$ cat src/rtl/cmach_brew_seq_if.sv
// rtl/cmach_brew_seq_if.sv - control and actuator bundle between brew sequencer and its neighbours
interface cmach_brew_seq_if;
    logic        tick;
    logic        start;
    logic        abort;
    logic [18:0] recipe_in;
    logic        busy;
    logic        done;
    logic        aborted;
    logic        filter_load;
    logic        grinder_on;
    logic        water_on;
    logic        pump_on;
    logic        press_hi;
    logic        cocoa_on;
    logic        creamer_on;
    logic [2:0]  phase;

    modport master (
        output tick, start, abort, recipe_in,
        input  busy, done, aborted, filter_load, grinder_on, water_on,
               pump_on, press_hi, cocoa_on, creamer_on, phase
    );

    modport slave (
        input  tick, start, abort, recipe_in,
        output busy, done, aborted, filter_load, grinder_on, water_on,
               pump_on, press_hi, cocoa_on, creamer_on, phase
    );
endinterface

$ cat src/rtl/cmach_brew_seq.sv
// rtl/cmach_brew_seq.sv - coffee brew sequencer stepping actuators through timed recipe phases
module cmach_brew_seq #(
    parameter int FILTER_TICKS = 2,
    parameter int CREAM_TICKS  = 3
) (
    input  logic             clk,
    input  logic             rst,
    cmach_brew_seq_if.slave  bus
);

    typedef enum logic [2:0] {
        S_IDLE   = 3'd0,
        S_FILTER = 3'd1,
        S_GRIND  = 3'd2,
        S_WATER  = 3'd3,
        S_POUR   = 3'd4,
        S_COCOA  = 3'd5,
        S_CREAM  = 3'd6,
        S_DONE   = 3'd7
    } state_t;

    localparam logic [3:0] FILTER_DUR = 4'(FILTER_TICKS);
    localparam logic [3:0] CREAM_DUR  = 4'(CREAM_TICKS);

    state_t      state_q, state_d;
    logic [3:0]  timer_q, timer_d;
    logic [18:0] recipe_q, recipe_d;
    logic        aborted_q, aborted_d;

    // Zero duration means the phase is skipped entirely.
    function automatic logic [3:0] phase_dur(input state_t p, input logic [18:0] r);
        case (p)
            S_FILTER: phase_dur = r[18] ? FILTER_DUR : 4'd0;
            S_GRIND:  phase_dur = r[8:5];
            S_WATER:  phase_dur = r[12:9];
            S_POUR:   phase_dur = r[16:13];
            S_COCOA:  phase_dur = r[4:1];
            S_CREAM:  phase_dur = r[0] ? CREAM_DUR : 4'd0;
            default:  phase_dur = 4'd0;
        endcase
    endfunction

    function automatic state_t next_phase(input state_t p, input logic [18:0] r);
        state_t n;
        n = S_DONE;
        for (int i = 6; i >= 1; i--) begin
            if (i > int'(p) && phase_dur(state_t'(3'(i)), r) != 4'd0) begin
                n = state_t'(3'(i));
            end
        end
        return n;
    endfunction

    always_comb begin
        state_d   = state_q;
        timer_d   = timer_q;
        recipe_d  = recipe_q;
        aborted_d = 1'b0;
        if (state_q != S_IDLE && bus.abort) begin
            state_d   = S_IDLE;
            timer_d   = 4'd0;
            aborted_d = 1'b1;
        end else begin
            case (state_q)
                S_IDLE: begin
                    if (bus.start && !bus.abort) begin
                        recipe_d = bus.recipe_in;
                        state_d  = next_phase(S_IDLE, bus.recipe_in);
                        timer_d  = phase_dur(state_d, bus.recipe_in);
                    end
                end
                S_DONE: begin
                    state_d = S_IDLE;
                    timer_d = 4'd0;
                end
                default: begin
                    if (bus.tick) begin
                        if (timer_q == 4'd1) begin
                            state_d = next_phase(state_q, recipe_q);
                            timer_d = phase_dur(state_d, recipe_q);
                        end else begin
                            timer_d = timer_q - 4'd1;
                        end
                    end
                end
            endcase
        end
    end

    always_ff @(posedge clk) begin
        if (rst) begin
            state_q   <= S_IDLE;
            timer_q   <= 4'd0;
            recipe_q  <= 19'd0;
            aborted_q <= 1'b0;
        end else begin
            state_q   <= state_d;
            timer_q   <= timer_d;
            recipe_q  <= recipe_d;
            aborted_q <= aborted_d;
        end
    end

    always_comb begin
        bus.busy        = (state_q != S_IDLE);
        bus.done        = (state_q == S_DONE);
        bus.aborted     = aborted_q;
        bus.filter_load = (state_q == S_FILTER);
        bus.grinder_on  = (state_q == S_GRIND);
        bus.water_on    = (state_q == S_WATER);
        bus.pump_on     = (state_q == S_POUR);
        bus.press_hi    = (state_q == S_POUR) && recipe_q[17];
        bus.cocoa_on    = (state_q == S_COCOA);
        bus.creamer_on  = (state_q == S_CREAM);
        bus.phase       = state_q;
    end

endmodule
$ cat src/flat_wrapper.sv
// flat-port wrapper written by rule: the top's interface ports become plain ports
module cmach_brew_seq_flat 
#(
    parameter int FILTER_TICKS = 2,
    parameter int CREAM_TICKS  = 3
)
  (clk, rst, bus_tick, bus_start, bus_abort, bus_recipe_in, bus_busy, bus_done, bus_aborted, bus_filter_load, bus_grinder_on, bus_water_on, bus_pump_on, bus_press_hi, bus_cocoa_on, bus_creamer_on, bus_phase);
  cmach_brew_seq_if bus_i ();
  input  logic clk;
  input  logic rst;
  input wire logic [$bits(bus_i.tick)-1:0] bus_tick;
  input wire logic [$bits(bus_i.start)-1:0] bus_start;
  input wire logic [$bits(bus_i.abort)-1:0] bus_abort;
  input wire logic [$bits(bus_i.recipe_in)-1:0] bus_recipe_in;
  output wire logic [$bits(bus_i.busy)-1:0] bus_busy;
  output wire logic [$bits(bus_i.done)-1:0] bus_done;
  output wire logic [$bits(bus_i.aborted)-1:0] bus_aborted;
  output wire logic [$bits(bus_i.filter_load)-1:0] bus_filter_load;
  output wire logic [$bits(bus_i.grinder_on)-1:0] bus_grinder_on;
  output wire logic [$bits(bus_i.water_on)-1:0] bus_water_on;
  output wire logic [$bits(bus_i.pump_on)-1:0] bus_pump_on;
  output wire logic [$bits(bus_i.press_hi)-1:0] bus_press_hi;
  output wire logic [$bits(bus_i.cocoa_on)-1:0] bus_cocoa_on;
  output wire logic [$bits(bus_i.creamer_on)-1:0] bus_creamer_on;
  output wire logic [$bits(bus_i.phase)-1:0] bus_phase;
  assign bus_i.tick = bus_tick;
  assign bus_i.start = bus_start;
  assign bus_i.abort = bus_abort;
  assign bus_i.recipe_in = bus_recipe_in;
  assign bus_busy = bus_i.busy;
  assign bus_done = bus_i.done;
  assign bus_aborted = bus_i.aborted;
  assign bus_filter_load = bus_i.filter_load;
  assign bus_grinder_on = bus_i.grinder_on;
  assign bus_water_on = bus_i.water_on;
  assign bus_pump_on = bus_i.pump_on;
  assign bus_press_hi = bus_i.press_hi;
  assign bus_cocoa_on = bus_i.cocoa_on;
  assign bus_creamer_on = bus_i.creamer_on;
  assign bus_phase = bus_i.phase;
  cmach_brew_seq #(.FILTER_TICKS(FILTER_TICKS), .CREAM_TICKS(CREAM_TICKS)) u_core (.clk(clk), .rst(rst), .bus(bus_i));
endmodule
$ cat config.mk
export PLATFORM = sky130hd
export DESIGN_NAME = cmach_brew_seq_flat
export DESIGN_NICKNAME = d
export VERILOG_FILES = /design/src/rtl/cmach_brew_seq_if.sv /design/src/rtl/cmach_brew_seq.sv /design/src/flat_wrapper.sv
export SDC_FILE = /design/constraint.sdc
export NUM_CORES = 1
export LEC_CHECK = 0
export CAP_MARGIN = 30
export CORE_ASPECT_RATIO = 0.6
export CORE_MARGIN = 3
export CORE_UTILIZATION = 46
export CTS_CLUSTER_SIZE = 14
export DETAILED_ROUTE_END_ITERATION = 6
export PLACE_DENSITY = 0.81
export SYNTH_ARGS = -nofsm -noshare
export SYNTH_HDL_FRONTEND = slang
export SYNTH_SLANG_ARGS = --single-unit
$ cat constraint.sdc
create_clock -name clk -period 2.05 [get_ports clk]
set_clock_uncertainty 0.2 [all_clocks]
set_input_delay 0.3075 -clock clk [delete_from_list [all_inputs] [get_ports clk]]
set_output_delay 0.3075 -clock clk [all_outputs]
set_load 0.05 [all_outputs]
Word-level counts from Yosys, hierarchy flattened

Index checks and enable logic that the tools add are counted.
W data, S select, Z words.

Equality and inequality tests: 21
Add/subtract/negate cells: 1
Reduce and logical (&&, ||, !) cells: 31
Bitwise operators: 1
$lt $le $gt $ge: 6
Mux-type cells: 76

Operators by type and width:

| kind                  | count |
|---|---|
| $mux W4               | 45 |
| $mux W3               | 16 |
| $pmux W4 S6           | 2 |
| $reduce_bool A4 Y1    | 12 |
| $eq A3 B3 Y1 const B  | 10 |
| $eq A3 B2 Y1 const B  | 6 |
| $mux W2               | 8 |
| $eq A3 B1 Y1 const B  | 3 |
| $gt A3 B3 Y1 const A  | 3 |
| $logic_and A1 B1 Y1   | 9 |
| $reduce_bool A3 Y1    | 3 |
| $pmux W4 S2           | 1 |
| $gt A2 B3 Y1 const A  | 2 |
| $pmux W3 S2           | 1 |
| $reduce_and A3 Y1     | 2 |
| $eq A4 B1 Y1 const B  | 1 |
| $reduce_or A2 Y1      | 2 |
| $sub A4 B1 Y4 const B | 1 |
| $gt A1 B3 Y1 const A  | 1 |
| $logic_not A3 Y1      | 1 |
| $mux W1               | 3 |
| $ne A2 B1 Y1 const B  | 1 |
| $reduce_and A2 Y1     | 1 |
| $logic_not A1 Y1      | 1 |
| $not A1 Y1            | 1 |

Input port bits: 24
Bits in registers: 27

Depth between registers and ports, before layout

Depth after elaboration: 22
Depth in mapped cells: 8
Mapped depth without buffers: 7

Least setup slack after synthesis

No wires, ideal clock.

Path type: reg2out
Start point: reg u_core.state_q[2], in the netlist u_core.bus.phase[2]
End point: out bus_press_hi
Stages on the path, launching flop included: 5
Path buffers: 2
Arrival: 2.886 ns
Path slack: -1.343 ns
Cell sequence: dfxtp_1 buf_2 buf_2 nor3b_1 and2_1

Word-level cells in the longest chain between the ends: 2

Ends and longest elaborated chain:

| item                   | line                  | source |
|---|---|---|
| start, declared        | cmach_brew_seq.sv:25  | `state_t state_q, state_d;` |
| start signal, assigned | cmach_brew_seq.sv:97  | `state_q <= state_d;` |
| $eq A3 B3 Y1           | -                     |  |
| net bus_pump_on        | flat_wrapper.sv:21    | `output wire logic [$bits(bus_i.pump_on)-1:0] bus_pump_on;` |
| $logic_and A1 B1 Y1    | cmach_brew_seq.sv:112 | `bus.press_hi = (state_q == S_POUR) && recipe_q[17];` |
| end, declared          | flat_wrapper.sv:22    | `output wire logic [$bits(bus_i.press_hi)-1:0] bus_press_hi;` |

The timed path passes the listed nets, and every way through them passes these cells.

Worst setup path after layout

Start point: reg u_core.recipe_q[12]
End point: reg u_core.timer_q[0]

Word-level cells in the longest chain between the ends: 18

Ends and longest elaborated chain:

| item                                 | line                 | source |
|---|---|---|
| start, declared                      | cmach_brew_seq.sv:27 | `logic [18:0] recipe_q, recipe_d;` |
| start signal, assigned               | cmach_brew_seq.sv:99 | `recipe_q <= recipe_d;` |
| $mux W4 *                            | cmach_brew_seq.sv:78 | `if (timer_q == 4'd1) begin` |
| $mux W4 *                            | cmach_brew_seq.sv:77 | `if (bus.tick) begin` |
| $mux W4 *                            | cmach_brew_seq.sv:64 | `case (state_q)` |
| $mux W4 *                            | cmach_brew_seq.sv:59 | `if (state_q != S_IDLE && bus.abort) begin` |
| $reduce_bool A4 Y1 *                 | cmach_brew_seq.sv:47 | `if (i > int'(p) && phase_dur(state_t'(3'(i)), r) != 4'd0) begin` |
| $logic_and A1 B1 Y1 *                | cmach_brew_seq.sv:47 |  |
| $mux W3 * (3 in a row)               | cmach_brew_seq.sv:47 |  |
| $mux W3 *                            | cmach_brew_seq.sv:78 |  |
| $mux W3 *                            | cmach_brew_seq.sv:77 |  |
| $mux W3 *                            | cmach_brew_seq.sv:64 |  |
| $mux W3 *                            | cmach_brew_seq.sv:59 |  |
| $eq A3 B3 Y1 (tied with other cells) | cmach_brew_seq.sv:32 | `case (p)` |
| $pmux W4 S6 *                        | cmach_brew_seq.sv:32 |  |
| $mux W4 *                            | cmach_brew_seq.sv:78 |  |
| $mux W4 *                            | cmach_brew_seq.sv:77 |  |
| $pmux W4 S2 *                        | cmach_brew_seq.sv:64 |  |
| end signal, assigned                 | cmach_brew_seq.sv:98 | `timer_q <= timer_d;` |
| end, declared                        | cmach_brew_seq.sv:26 | `logic [3:0] timer_q, timer_d;` |

Mark *: on every way between the ends. The rest lies on a longest branch, timed or not. The select of a mux whose other input is x is not followed.
A chain may end at the register's enable or synchronous reset.

==> flow_summary.ini <==
[routing]
first_iter_violations = 428
antenna_left = 0
routed_via_density = 6.29
via_count = 2332
drc_errors = 0
detail_route.wl_per_cell_um = 19.7
wirelength_um = 7320
drt_first_pass_iters = 5

[placed_design]
dp.cells = 365
place.port_buffers = 36
dpl.hpwl_um = 5130
place_area_um2 = 2770
place_congestion = 1.07

[die]
ioPinCount = 37
die_w_um = 86.7
coreArea_um2 = 3480
die-area_um2 = 4720
std_cell_rows = 16
initial_utilization_pct = 51.6
die_y_um = 54.4

[sta]
finalSetupViolCount = 5
rsz0062_at_grt = yes
tightest_slew_ns = 0.501
hold_violations = 0
maxSlewHeadroom_pct = 66.5
postLayoutSetupSlackWorst_ns = -0.377
period_share_pct = 118
period_minus_slack_ns = 2.43
max_freq_mhz = 412
slew_violations = 0

[layout]
antenna_cells = 0
final_common_cell = buf_4
instances_no_fill = 371
layout_common_cells = buf_4 (69), nand2_1 (50), a21oi_1 (32)
area_growth_pct = 62.4
stdcell_area_um2 = 2920
drive_gt1_share_pct = 36.8
layout.nets = 353

[worst_setup_path]
crit_arrival_ns = 2.43
timing.rr.end = u_core.timer_q[0]
cp.required_ns = 2.05
cp_cell_sequence = or4_4, a2111oi_4, buf_4, nor4_4, o31ai_1, buf_4, o2bb2ai_1
cp_slowest_stage_delay_ns = 0.60
worstReg2RegStart = u_core.recipe_q[12]
cp-start-kind = register
cpMaxStageDelayCell = or4_4
critPathMaxFanout = 5
critPathCaptureType = register
crit_top_cell = buf_4
reg2reg_depth = 7
crit_type = register to register
reg2reg_setup_slack_ns = -0.38

[synth]
synth_top_family_by_area = compound AO/OA/AOI/OAI gates
yosysSeqAreaShare_pct = 30.1
synth_compound_area_share_pct = 31.1
async_flop_share_pct = 0
synth_edf_count = 0
ys.flop_type = dfxtp_1
synth-xor-area-share_pct = 0.487
synthAdderAreaFrac_pct = 1.39
syn_area_per_cell_um2 = 7.85
muxShareOfSynthArea_pct = 2.23
ys_warn_count = 0
ys_ff_latch = 27
synthCells = 229
synth_area_um2 = 1800
synth-simple-area-share_pct = 30.5
yosysUniqueCellTypes = 59
syn_nets = 255

[clocking]
ctsHoldBuffers = 0
htree_levels = 1
cts_made_buffers = 3
clk_path_buf_depth = 2
cts_tree = yes
cts_root_buffer = clkbuf_8
clk_pin_slew_ns = 0.12
cts.sinks = 27
clkLatencyLatePin_ns = 0.29

[worst_hold_path]
worstHoldPathType = register to register
min_from = u_core.recipe_q[0]
holdPathStages = 2
hold-path-endpoint = u_core.recipe_q[0]

[grt]
grt-ovfl-total = 0
grt_max_degree = 21
grt_usage_pct = 28.9
grt_pass1_vias = 2054
grt_pass1_wl_um = 10300
antenna_found_initial = 0

[status]
outcome = complete, but fails checks
violations = negative setup slack

[power_and_ir_drop]
power_density_nw_per_um2 = 1070
peakVddDrop_mv = 0.833
p_leak_nw = 1.19

[run]
cap_violations = 0
-- flip-flops by register name, indices dropped and copies added, names as in the netlist --
signal,count
u_core.bus.aborted,1
u_core.bus.phase,3
u_core.recipe_q,19
u_core.timer_q,4
-- how the worst max path moves through the flow --
stage / from / endpoint / slack [ns]
detailed placement: bus_recipe_in[9] / u_core.timer_q[3] / -0.50
global placement: bus_recipe_in[9] / u_core.timer_q[3] / -0.45
global route: u_core.recipe_q[12] / u_core.timer_q[3] / -0.41
finish: u_core.recipe_q[12] / u_core.timer_q[0] / -0.38
floorplan: u_core.recipe_q[12] / u_core.timer_q[3] / -0.10
CTS: u_core.recipe_q[12] / u_core.timer_q[3] / -0.24
-- metal layers --
metal | vias up | share of wire, % | GRT usage [%]
li1 | 1048 | - | -
met1 | 1071 | 42 | 40.4
met2 | 179 | 42 | 45.7
met3 | 34 | 12 | 7.82
met4 | 0 | 3.2 | 4.15
met5 | - | 0 | 0
-- cells by family (layout without fill, tap and decap cells) --
group                    count (synthesis)  after routing
AND/OR/NAND/NOR                         97             98
adder cells (fa/ha/maj)                  2              2
AO/OA/AOI/OAI                           82             82
buffers and inverters                   16            112
multiplexers                             4              4
XOR/XNOR                                 1              1
flip-flops                              27             27
-- metrics by stage --
| stage | power [W] | worst slack, ns | hold slack, ns | TNS (ns) | utilization, % |
|---|---|---|---|---|---|
| 5_1_grt | 0.00325 | -0.412 | 0.327 | -1.64 | 83.8 |
| 2_1_floorplan | 0.00181 | -0.101 | 0.221 | -0.556 | - |
| 3_5_place_dp | 0.00253 | -0.497 | 0.274 | -2.66 | 79.4 |
| 6_report | 0.00312 | -0.377 | 0.313 | -1.24 | 83.8 |
| 3_3_place_gp | 0.00250 | -0.446 | 0.249 | -2.22 | 79.4 |
| 4_1_cts | 0.00290 | -0.237 | 0.288 | -0.858 | 81.8 |
-- where the power goes --
part | total, W | switching (W) | internal, W | leakage, nW
registers | 0.000746 | 0.000116 | 0.000630 | 0.223
clock network | 0.000337 | 0.000198 | 0.000139 | 0.0217
logic | 0.00204 | 0.00110 | 0.000938 | 0.943
-- cells in the mapped netlist, types with 3 or more instances --
cell type / instances / area (um^2)
a21o_1: 3 / 22.5
a21oi_1: 35 / 175
and2_1: 3 / 18.8
buf_2: 4 / 20.0
clkbuf_1: 5 / 18.8
dfxtp_1: 27 / 541
inv_1: 4 / 15.0
mux2i_1: 4 / 40.0
nand2_1: 50 / 188
nand3_1: 3 / 15.0
nand3b_1: 4 / 30.0
nor2_1: 6 / 22.5
nor3_1: 4 / 20.0
nor3b_1: 4 / 30.0
nor4_1: 3 / 18.8
nor4b_1: 3 / 26.3
o21ai_0: 11 / 55.1
o22ai_1: 5 / 31.3
or3_1: 3 / 18.8
-- critical path: cells and delay by family (launching register included) --
kind,cells,cell delay (ns)
simple gates,2,0.67
compound gates,3,0.76
flops,1,0.33
buf+inv,2,0.37
-- final cells by class --
| cell class | count | area, um^2 |
|---|---|---|
| Timing Repair Buffer | 103 | 933 |
| Clock buffer | 3 | 41.3 |
| Multi-Input combinational cell | 187 | 1310 |
| Tap cell | 45 | 56.3 |
| Sequential cell | 27 | 548 |
| Fill cell | 206 | 566 |
| Inverter | 5 | 21.3 |
| Clock inverter | 1 | 7.51 |
-- timing repair --
item,CTS,global route
setup buffers,0,1
pin swaps,5,5
endpoints found under the setup margin,8,9
gates cloned,0,1
gates resized for setup,14,10
No activity file was read; power rests on OpenSTA's default activity.
